## config.mk

```make
export PLATFORM = sky130hd
export DESIGN_NAME = gpio_pin_bridge
export DESIGN_NICKNAME = d
export VERILOG_FILES = /design/src/rtl/gpio_pin_bridge.sv
export SDC_FILE = /design/constraint.sdc
export NUM_CORES = 1
export LEC_CHECK = 0
export BUFFER_PORTS_ARGS = -buffer_cell sky130_fd_sc_hd__buf_2
export CAP_MARGIN = 20
export CELL_PAD_IN_SITES_DETAIL_PLACEMENT = 1
export CELL_PAD_IN_SITES_GLOBAL_PLACEMENT = 1
export CORE_MARGIN = 2
export CORE_UTILIZATION = 31
export DETAILED_ROUTE_END_ITERATION = 12
export PLACE_DENSITY_LB_ADDON = 0.1
export SLEW_MARGIN = 15
export SYNTH_ARGS = -nofsm -noshare
export SYNTH_HDL_FRONTEND = slang
export SYNTH_SLANG_ARGS = --single-unit
```

## constraint.sdc

```tcl
create_clock -name clk -period 1.5 [get_ports clk]
set_clock_uncertainty 0.1 [all_clocks]
set_input_delay 0.3 -clock clk [delete_from_list [all_inputs] [get_ports clk]]
set_output_delay 0.3 -clock clk [all_outputs]
set_load 0.02 [all_outputs]
```

## src/rtl/gpio_pin_bridge.sv

```systemverilog
// Board-pin <-> core-GPIO bridge: per-pin synchroniser, debouncer and change events on
// inputs; minimum-visible-time pulse stretching on outputs.
module gpio_pin_bridge #(
  parameter int unsigned NUM_CH      = 4,
  parameter int unsigned GPIO_W      = 8,
  parameter int unsigned PINS_PER_CH = 2,
  parameter int unsigned DEBOUNCE    = 16,
  parameter int unsigned STRETCH     = 0
) (
  input  logic                          clk,
  input  logic                          reset_n,
  input  logic [NUM_CH*PINS_PER_CH-1:0] pin_in,
  output logic [NUM_CH*GPIO_W-1:0]      gpio_in,
  output logic [NUM_CH-1:0]             edge_event,
  input  logic [NUM_CH*GPIO_W-1:0]      gpio_out,
  output logic [NUM_CH*PINS_PER_CH-1:0] pin_out
);

  localparam int unsigned NP    = NUM_CH * PINS_PER_CH;
  localparam int unsigned CNT_W = (DEBOUNCE > 0) ? $clog2(DEBOUNCE + 1) : 1;
  localparam int unsigned HC_W  = (STRETCH > 0) ? $clog2(STRETCH + 1) : 1;

  logic [NP-1:0]     sync1, sync2;
  logic [NP-1:0]     st, st_nxt;
  logic [CNT_W-1:0]  cnt [NP];
  logic [CNT_W-1:0]  cnt_nxt [NP];
  logic [NUM_CH-1:0] ev_nxt;
  logic [NP-1:0]     src, pout_nxt;
  logic [HC_W-1:0]   hc [NP];
  logic [HC_W-1:0]   hc_nxt [NP];

  // Core GPIO bits at or above PINS_PER_CH have no board pin behind them.
  logic unused_gpio_out;
  assign unused_gpio_out = ^gpio_out;

  // Debounce: accept a new level after DEBOUNCE consecutive differing sync2 samples.
  always_comb begin
    st_nxt = st;
    ev_nxt = '0;
    for (int unsigned p = 0; p < NP; p++) begin
      cnt_nxt[p] = '0;
      if (DEBOUNCE == 0) begin
        st_nxt[p] = sync2[p];
      end else if (sync2[p] != st[p]) begin
        if (cnt[p] == CNT_W'(DEBOUNCE - 1)) st_nxt[p] = sync2[p];
        else                                cnt_nxt[p] = cnt[p] + CNT_W'(1);
      end
    end
    for (int unsigned c = 0; c < NUM_CH; c++)
      ev_nxt[c] = |(st_nxt[c*PINS_PER_CH +: PINS_PER_CH] ^ st[c*PINS_PER_CH +: PINS_PER_CH]);
  end

  // Channel mapping between flattened core buses and pin vectors.
  always_comb begin
    gpio_in = '0;
    src     = '0;
    for (int unsigned c = 0; c < NUM_CH; c++) begin
      for (int unsigned i = 0; i < PINS_PER_CH; i++) begin
        gpio_in[c*GPIO_W + i]   = st[c*PINS_PER_CH + i];
        src[c*PINS_PER_CH + i]  = gpio_out[c*GPIO_W + i];
      end
    end
  end

  // Stretch: a new level is taken only when no hold is running; toggles during hold are lost.
  always_comb begin
    pout_nxt = pin_out;
    for (int unsigned q = 0; q < NP; q++) begin
      hc_nxt[q] = hc[q];
      if (STRETCH == 0) begin
        pout_nxt[q] = src[q];
        hc_nxt[q]   = '0;
      end else if (hc[q] == '0) begin
        if (src[q] != pin_out[q]) begin
          pout_nxt[q] = src[q];
          hc_nxt[q]   = HC_W'(STRETCH);
        end
      end else begin
        hc_nxt[q] = hc[q] - HC_W'(1);
      end
    end
  end

  always_ff @(posedge clk or negedge reset_n) begin
    if (!reset_n) begin
      sync1      <= '0;
      sync2      <= '0;
      st         <= '0;
      edge_event <= '0;
      pin_out    <= '0;
      for (int unsigned p = 0; p < NP; p++) begin
        cnt[p] <= '0;
        hc[p]  <= '0;
      end
    end else begin
      sync1      <= pin_in;
      sync2      <= sync1;
      st         <= st_nxt;
      edge_event <= ev_nxt;
      pin_out    <= pout_nxt;
      for (int unsigned p = 0; p < NP; p++) begin
        cnt[p] <= cnt_nxt[p];
        hc[p]  <= hc_nxt[p];
      end
    end
  end

endmodule

```

==> metrics.cfg, run 1 <==
[pwr]
cellLeakagePower_nw=1.92
powerDensity_nw_per_um2=1080
vdd_ir_drop_max_uv=386
power_mw=4.07

[global_routing]
grtUsageTotal_pct=10.5
grt_overflow=0
antenna_found_initial=0
grt_first_pass_wirelength_um=8510
grt_max_degree=25
grt_pass1_vias=1851

[drt]
drtIter0Drc=26
drtAntennaViolNets=0
vias=1715
top_layer=met4
met1Wirelength_um=2240
wirelength_um=4900
routed-wl-met3_um=302
first_pass_iters=3
wl_met2_um=2290
routedWlPerCell_um=11.4
post-route-drc-count=0
via_per_inst=3.99

[min_path]
hp-class=reg2reg
min-delay-start=sync1[3]

[die]
coreArea_um2=9680
dieArea_um2=10700
dieHeight_um=103
ioPinCount=86
chipWidth_um=103
fp-row-count=36
initial_core_util_pct=31.7

[timing]
slew_violations=0
finalCriticalPeriod_ns=1.40
max_freq_mhz=713
setup-violations-final=0
timing.final.ws_setup_ns=0.0970
min_period_over_period_pct=93.5
tns_ns=0
rsz0062_at_grt=no
finalHoldViolations=0

[synth]
ys_warn_count=0
ys_ff_latch=76
synthesis.area_um2=3070
synthCells=224
synth_cell_types=20
yosysSeqAreaShare_pct=62.0
avgSynthCellArea_um2=13.7

[layout]
fillCellCount=1056
antenna_cells=0
seqCellArea_um2=1900
multiInputGateArea_um2=1050
nets=342
area_delta_synth_final_pct=22.8
drive_above_1_share_pct=33.3
final_area_um2=3770

[worst_setup_path]
r2r-start=cnt[20]
crit_start=cnt[20]
required_ns=1.63
criticalPathCategory=reg2reg
setup.worst_path.start_class=flip-flop
arrival_ns=1.54
worstPathMaxFanout=3
cp-end-kind=flip-flop

[place]
pre_cts_slack_ns=0.0885
placed_area_um2=3400
dp_hpwl_um=3380
routabilityCongestion=0.684
portBuffers=37

[flow_run]
maxCapViolCount=0

[clocking]
path_clk_slew_ns=0.08
cts_inserted_buffers=9
cts_buffer_depth=2
clock_latency_ns=0.35
clock_sinks=76
post_cts_resized=0
cts-root-buf=clkbuf_8
cts_tree=built
ctsHtreeMaxLevel=3

[run_status]
status=complete, no violations

==> cell families after synthesis <==
group	count (synthesis)	synth area share, %
muxes	8	3.06
AOI/OAI and AO/OA	12	3.47
and+or+nand+nor	64	12.6
xor gates and xnor gates	24	8.81
DFF	76	62.0
buffers and inverters	31	6.73
other	1	0.122
adders and majority gates	8	3.26
==> stage by stage <==
step                      utilization (%)  instances  hold WS, ns
after detailed placement             35.1        397        0.150
after CTS                            38.9        430        0.256
final                                38.9        430        0.252
after global placement               35.1        397        0.152
after floorplan                         -        247      -0.0956
after global routing                 38.9        430        0.263
==> state kept, by name (all words and copies together), names as in the netlist <==
signal,flops
st,8
pin_out,8
sync1,8
cnt,40
edge_event,4
sync2,8
==> cells in the final DEF (no fill, tap or decap) <==
master         Yosys  routed
dfrtp_1           76      76
buf_2              0      36
conb_1             1      24
nor2_1            17      17
dlygate4sd3_1      0      17
xor2_1            16      16
nor2_2            13      13
clkbuf_8           0       9
nand3_2            8       8
xor2_2             8       8
o21ai_2            8       8
nand3_1            8       8
and3_1             8       8
ha_1               8       8
and2_1             7       7
inv_1              7       7
mux2_1             7       7
clkinvlp_4         0       4
a22o_1             3       3
buf_12             0       3
and2_2             2       2
clkinv_4           0       2
buf_4             24       2
nor2_4             1       1
mux2_4             1       1
a22o_2             1       1
bufinv_16          0       1
==> synthesized netlist by cell type <==
| cell | n | area (um2) |
|---|---|---|
| mux2_1 | 7 | 78.8 |
| mux2_4 | 1 | 15.0 |
| and3_1 | 8 | 50.1 |
| buf_4 | 24 | 180 |
| nand3_1 | 8 | 40.0 |
| and2_2 | 2 | 15.0 |
| o21ai_2 | 8 | 70.1 |
| and2_1 | 7 | 43.8 |
| nor2_2 | 13 | 81.3 |
| dfrtp_1 | 76 | 1900 |
| ha_1 | 8 | 100 |
| nand3_2 | 8 | 80.1 |
| xor2_2 | 8 | 130 |
| nor2_1 | 17 | 63.8 |
| inv_1 | 7 | 26.3 |
| a22o_2 | 1 | 10.0 |
| conb_1 | 1 | 3.75 |
| nor2_4 | 1 | 11.3 |
| a22o_1 | 3 | 26.3 |
| xor2_1 | 16 | 140 |
==> per-layer routing <==
metal	vias to the layer above	GRT usage, %
li1	813	-
met1	844	12.9
met2	53	16.3
met3	5	4.44
met4	0	4.55
met5	-	0
==> critical path, stage by stage (launching register included) <==
cell and delay [ns]:
dfrtp_1 0.38, ha_1 0.22, nand3_2 0.13, nor2_2 0.13, mux2_1 0.33
==> final cells by class <==
cell class | count | share of cell area, %
clock inverters | 7 | 2.06
well taps | 133 | 4.42
clock buffers | 9 | 3.29
repair buffers | 58 | 11.3
flip-flops and latches | 76 | 50.5
inverters | 7 | 0.697
multi-input cells | 140 | 27.8
==> where the power goes <==
part / leakage (nW) / internal (mW) / switching (mW)
Combinational: 0.845 / 0.130 / 0.194
Clock: 0.0877 / 0.772 / 0.781
Sequential: 0.986 / 2.13 / 0.0571
Total: 1.92 / 3.03 / 1.03
==> repair_timing <==
action / in CTS / in global routing
hold buffers: 17 / 0
endpoints found under the hold margin: 36 / 0
buffers inserted: 0 / 0
setup endpoints to repair: 0 / 0
==> path summary, 6_finish.rpt <==
kind                            end  slack, ns  cells after the start
max                           st[3]        0.1                      4
min                        sync2[3]       0.25                      0
max reg2reg                   st[3]        0.1                      4
min reg2reg                sync2[3]       0.25                      0
max in group asynchronous     st[0]       0.52                      3
min in group asynchronous    cnt[8]       0.32                      2
No activity file was read; power rests on OpenSTA's default activity.
==> inputs of run 2 (changes only) <==
Settings changed: MAX_ROUTING_LAYER from default to met4.
Clock period 1.5 ns to 1.8 ns, I/O delays scaled along.
==> metrics.cfg, run 2 (same netlist as run 1, synthesis figures left out) <==
[run_status]
status=complete, no violations

[timing]
max_freq_mhz=704
finalCriticalPeriod_ns=1.42
tns_ns=0  ; unchanged
finalHoldViolations=0  ; unchanged
setup-violations-final=0  ; unchanged
slew_violations=0  ; unchanged
min_period_over_period_pct=78.9
rsz0062_at_grt=no

[worst_setup_path]
cp_slowest_stage_delay_ns=0.42  ; +0.04 ns
crit_chain=buf_2
criticalPathCategory=reg2out
cp_top_family=flip-flops
cp.buffers_inverters=1  ; +1
arrival_ns=0.96  ; -0.58 ns
cp-end-kind=output port
required_ns=1.34  ; -0.29 ns
worstPathMaxFanout=3  ; unchanged
slowest_stage=dfrtp_1
setup.worst_path.start_class=flip-flop

[layout]
fillCellCount=1033  ; -2.2%
nets=339  ; -0.88%
layout_common_cells=dfrtp_1 (76), buf_2 (36), conb_1 (24)
instances_no_fill=427  ; -0.70%
multiInputGateArea_um2=1050  ; unchanged
drive_above_1_share_pct=33.0  ; -0.34 points
seqCellArea_um2=1900  ; unchanged
area_delta_synth_final_pct=21.6
top_register=cnt
antenna_cells=0  ; unchanged
largest_register_ffs=40  ; unchanged
layout_commonest_cell=dfrtp_1
final_util_pct=38.5  ; -0.39 points

[min_path]
hp-class=in2reg

[drt]
routed-wl-met3_um=270  ; -11%
vias=1724  ; +0.52%
wl_met2_um=2290  ; about the same
post-route-drc-count=0  ; unchanged
met1Wirelength_um=2180  ; -2.3%
routedWlPerCell_um=11.3  ; -0.55%
wirelength_um=4840  ; -1.2%
drtIter0Drc=28  ; +7.7%
top_layer=met4
drtAntennaViolNets=0  ; unchanged
via_per_inst=4.04  ; +1.2%
first_pass_iters=4  ; +1

[place]
dp_hpwl_um=3280  ; -3.0%
routabilityCongestion=0.693  ; +1.4%
place_inst=395  ; -0.50%
portBuffers=37  ; unchanged

[clocking]
post_cts_resized=0  ; unchanged
cts_inserted_buffers=9  ; unchanged
ctsHtreeMaxLevel=3  ; unchanged
cts-root-buf=clkbuf_8
cts_buffer_depth=2  ; unchanged
cts_tree=built
path_clk_slew_ns=0.08  ; about the same
post_cts_buffers=0  ; unchanged
clock_sinks=76  ; unchanged
clock_latency_ns=0.35  ; about the same

[die]
initial_core_util_pct=31.7  ; unchanged
ioPinCount=86  ; unchanged
dieArea_um2=10700  ; unchanged
fp-row-count=36  ; unchanged
dieHeight_um=103  ; unchanged
chipWidth_um=103  ; unchanged
coreArea_um2=9680  ; unchanged

[global_routing]
grt_overflow=0  ; unchanged
grtUsageTotal_pct=10.8  ; +0.26 points
grt_pass1_vias=1907  ; +3.0%
grt_first_pass_wirelength_um=8380  ; -1.5%
grt_max_degree=29  ; +16%
antenna_found_initial=0  ; unchanged

[pwr]
powerDensity_nw_per_um2=912  ; -16%
power_mw=3.40  ; -16%
vdd_ir_drop_max_uv=333  ; -14%
cellLeakagePower_nw=1.91  ; -0.41%

[flow_run]
maxCapViolCount=0  ; unchanged

[run 2: cell types whose count changed in the layout (fill, tap and decap cells not counted)]
cell / change
clkinv_2: +2
clkinvlp_4: -2
buf_12: -1
buf_4: -1
clkbuf_8: +1
clkinv_4: -1
dlygate4sd3_1: -1
[run 2: layout make-up]
cell class,instances,area share (%)
Clock buffer,10,3.69
Clock inverter,6,1.71
Inverter,7,0.704
Multi-Input combinational cell,140,28.0
Sequential cell,76,51.0
Tap cell,133,4.46
Timing Repair Buffer,55,10.4
[run 2: worst paths after layout]
check / to / cells past startpoint / from / slack (ns)
min in group asynchronous: cnt[7] / 2 / reset_n / 0.37
worst max-delay path: gpio_in[1] / 1 / st[1] / 0.38
worst max register to register: st[7] / 4 / cnt[0] / 0.39
worst min register to register: sync2[7] / 0 / sync1[7] / 0.25
max in group asynchronous: cnt[39] / 3 / reset_n / 0.73
worst min-delay path: sync1[4] / 1 / pin_in[4] / 0.02
[run 2: per-stage QoR]
| step | setup slack [ns] | instance area, um2 | hold slack, ns |
|---|---|---|---|
| 3_3_place_gp | 0.411 | 3370 | 0.223 |
| 5_1_grt | 0.300 | 3730 | 0.00158 |
| 6_report | 0.380 | 3730 | 0.0248 |
| 3_5_place_dp | 0.366 | 3370 | 0.225 |
| 2_1_floorplan | 0.516 | 3150 | -0.0356 |
| 4_1_cts | 0.345 | 3730 | 0.000833 |
[run 2: metal layers]
metal  GRT usage, %  up-vias
li1               -      803
met1           12.3      862
met2           16.7       52
met3           3.83        7
met4           5.47        0
met5              -        -
[run 2: what timing repair did]
item / in CTS / in global routing
hold buffers: 16 / 0
endpoints found under the hold margin: 41 / 0
setup endpoints to repair: 0 / 0
[run 2: worst reg2reg max path, delay by kind of cell, from the launching register on]
| kind | cells | cell delay [ns] |
|---|---|---|
| adder cells (fa/ha/maj) | 1 | 0.23 |
| flip-flops | 1 | 0.38 |
| multiplexers | 1 | 0.33 |
| AND/OR/NAND/NOR | 2 | 0.25 |
[run 2: report_power, final]
part	leakage [nW]	switching, mW	internal (mW)	total [mW]
sequential	0.986	0.0470	1.78	1.82
clock	0.0983	0.641	0.675	1.32
combinational	0.826	0.159	0.102	0.261
total	1.91	0.847	2.55	3.40
==> inputs of run 3 (changes only) <==
Settings changed: ABC_AREA from default to 1.
Clock period 1.8 ns to 1.3 ns, I/O delays scaled along.
==> metrics.cfg, run 3 <==
[run_status]
status=complete, no violations

[place]
portBuffers=37  ; unchanged
pre_cts_slack_ns=0.106  ; -0.261 ns
dp_hpwl_um=4190  ; +28%
routabilityCongestion=0.728  ; +5.0%
placed_area_um2=3520  ; +4.5%

[synth]
synthAdderAreaFrac_pct=3.13  ; -0.14 points
synth_compound_area_share_pct=0  ; -3.5 points
ys_warn_count=0  ; unchanged
synth_most_common_cell=nand2_1
synthSimpleGateAreaFrac_pct=23.9  ; +11 points
synthesis.area_um2=3200  ; +4.4%
async_flop_share_pct=100  ; unchanged
synth_top_area_share_pct=59.4  ; -2.6 points
synthMuxAreaShare_pct=0  ; -3.1 points
synthCells=337  ; +50%
synth_cell_types=12  ; -40%
ys_ff_latch=76  ; unchanged
synth-main-ff-cell=dfrtp_1
synth-xor-area-share_pct=2.19  ; -6.6 points
avgSynthCellArea_um2=9.50  ; -31%
yosysSeqAreaShare_pct=59.4  ; -2.6 points
synth_top_family_by_area=simple AND/OR/NAND/NOR gates
yosys-top-cells-count=nand2_1 (92), dfrtp_1 (76), inv_1 (48), nor2_1 (40), buf_4 (24)
synth-edff-count=0  ; unchanged
synth_largest_area_cell=dfrtp_1
synth.area.top_cells=dfrtp_1 (59%), nand2_1 (11%), buf_4 (5.6%)

[drt]
first_pass_iters=4  ; unchanged
drtAntennaViolNets=0  ; unchanged
drtIter0Drc=49  ; +75%
post-route-drc-count=0  ; unchanged
via_per_inst=4.08  ; +1.0%
routedWlPerCell_um=10.4  ; -8.4%
wirelength_um=5760  ; +19%
vias=2260  ; +31%

[worst_setup_path]
setup.worst_path.start_class=flip-flop
cp_top_family=flip-flops
cp-end-kind=output port
slowest_stage=dfrtp_1
crit_chain=buf_6
cp.buffers_inverters=1  ; unchanged
criticalPathCategory=reg2out
arrival_ns=0.89  ; -0.07 ns
required_ns=0.94  ; -0.40 ns
worstPathMaxFanout=2  ; -1
cp_slowest_stage_delay_ns=0.41  ; about the same

[layout]
layout_commonest_cell=nand2_1
area_delta_synth_final_pct=24.1
layout_common_cells=nand2_1 (92), dfrtp_1 (76), inv_1 (48)
nets=463  ; +37%
antenna_cells=0  ; unchanged
drive_above_1_share_pct=19.4  ; -14 points
largest_register_ffs=40  ; unchanged
final_area_um2=3980  ; +6.6%
top_register=cnt

[clocking]
cts_buffer_depth=2  ; unchanged
clock_sinks=76  ; unchanged
cts_inserted_buffers=9  ; unchanged
cts_tree=built
path_clk_slew_ns=0.08  ; about the same
clock_latency_ns=0.34  ; about the same
cts-root-buf=clkbuf_8
ctsHtreeMaxLevel=3  ; unchanged

[die]
coreArea_um2=10200  ; +5.2%
ioPinCount=86  ; unchanged
dieArea_um2=11200  ; +4.2%
fp-row-count=37  ; +2.8%
initial_core_util_pct=31.4  ; -0.24 points
dieHeight_um=106  ; +2.1%
chipWidth_um=106  ; +2.1%

[timing]
max_freq_mhz=800
tns_ns=0  ; unchanged
timing.final.ws_setup_ns=0.0500  ; -0.330 ns
finalHoldViolations=0  ; unchanged
setup-violations-final=0  ; unchanged
rsz0062_at_grt=no
min_period_over_period_pct=96.2
finalCriticalPeriod_ns=1.25
slew_violations=0  ; unchanged

[pwr]
powerDensity_nw_per_um2=1190  ; +31%
cellLeakagePower_nw=2.05  ; +7.1%
power_mw=4.73  ; +39%
vdd_ir_drop_max_uv=662  ; +99%

[min_path]
hp-class=in2async

[global_routing]
grt_max_degree=24  ; -17%
grt_pass1_vias=2420  ; +27%
antenna_found_initial=0  ; unchanged
grt_overflow=0  ; unchanged
grtUsageTotal_pct=12.0  ; +1.2 points
grt_first_pass_wirelength_um=10300  ; +23%

[flow_run]
maxCapViolCount=0  ; unchanged

run 3: cell types whose count changed in the layout (fill, tap and decap cells not counted), moves of 5 or more:
cell     previous run  this run
inv_1               7        48
buf_4               1        11
and3_1              8         0
nand2_1             0        92
xor2_1             16         0
o21ai_2             8         0
nor2_1             17        40
mux2_1              7         0
xnor2_1             0         8
and2_1              7         0
xor2_2              8         0
nand4_1             0        16
nor2_2             13         8
run 3: final cells by class:
class	count	area, um2
Clock buffer	12	155
Clock inverter	4	47.5
Fill cell	1201	6210
Inverter	48	180
Multi-Input combinational cell	212	1030
Sequential cell	76	1900
Tap cell	136	170
Timing Repair Buffer	66	492
run 3: logic make-up (layout without fill, tap and decap cells):
logic type    after synthesis  after routing
simple gates              172            172
fa+ha+maj                   8              8
flops                      76             76
xor+xnor                    8              8
buf+inv                    72            130
other cells                 1             24
run 3: per-layer routing:
metal  vias up  track usage [%]  share of wire, %
met1      1065             14.2                46
met4         0             5.92               1.4
li1       1134                -                 -
met5         -                -                 0
met2        53             19.4                48
met3         8             2.47               4.1
run 3: power breakdown:
group	total (mW)	internal [mW]	switching, mW	leakage (nW)
sequential	2.54	2.46	0.0817	0.986
combinational	0.386	0.149	0.237	0.957
clock	1.81	0.986	0.820	0.102
run 3: final timing paths:
check | start | end | slack (ns) | cells past startpoint
max in group asynchronous | reset_n | cnt[5] | 0.45 | 3
min in group clk | sync1[5] | sync2[5] | 0.24 | 0
min reg2reg | sync1[5] | sync2[5] | 0.24 | 0
max reg2reg | cnt[30] | edge_event[0] | 0.12 | 5
max | st[5] | gpio_in[17] | 0.05 | 1
min | reset_n | cnt[17] | 0.22 | 2
run 3: stage by stage:
step / utilization, % / hold WS [ns] / cells
6_report: 39.0 / 0.216 / 554
5_1_grt: 39.0 / 0.217 / 554
4_1_cts: 38.7 / 0.203 / 553
3_5_place_dp: 34.6 / 0.0460 / 513
3_3_place_gp: 34.6 / 0.0452 / 513
2_1_floorplan: - / -0.136 / 360
run 3: what timing repair did:
action | CTS | global route
resized for setup | 0 | 7
setup buffers | 7 | 1
setup endpoints to repair | 7 | 7
hold endpoints to repair | 92 | 0
hold buffers | 17 | 0
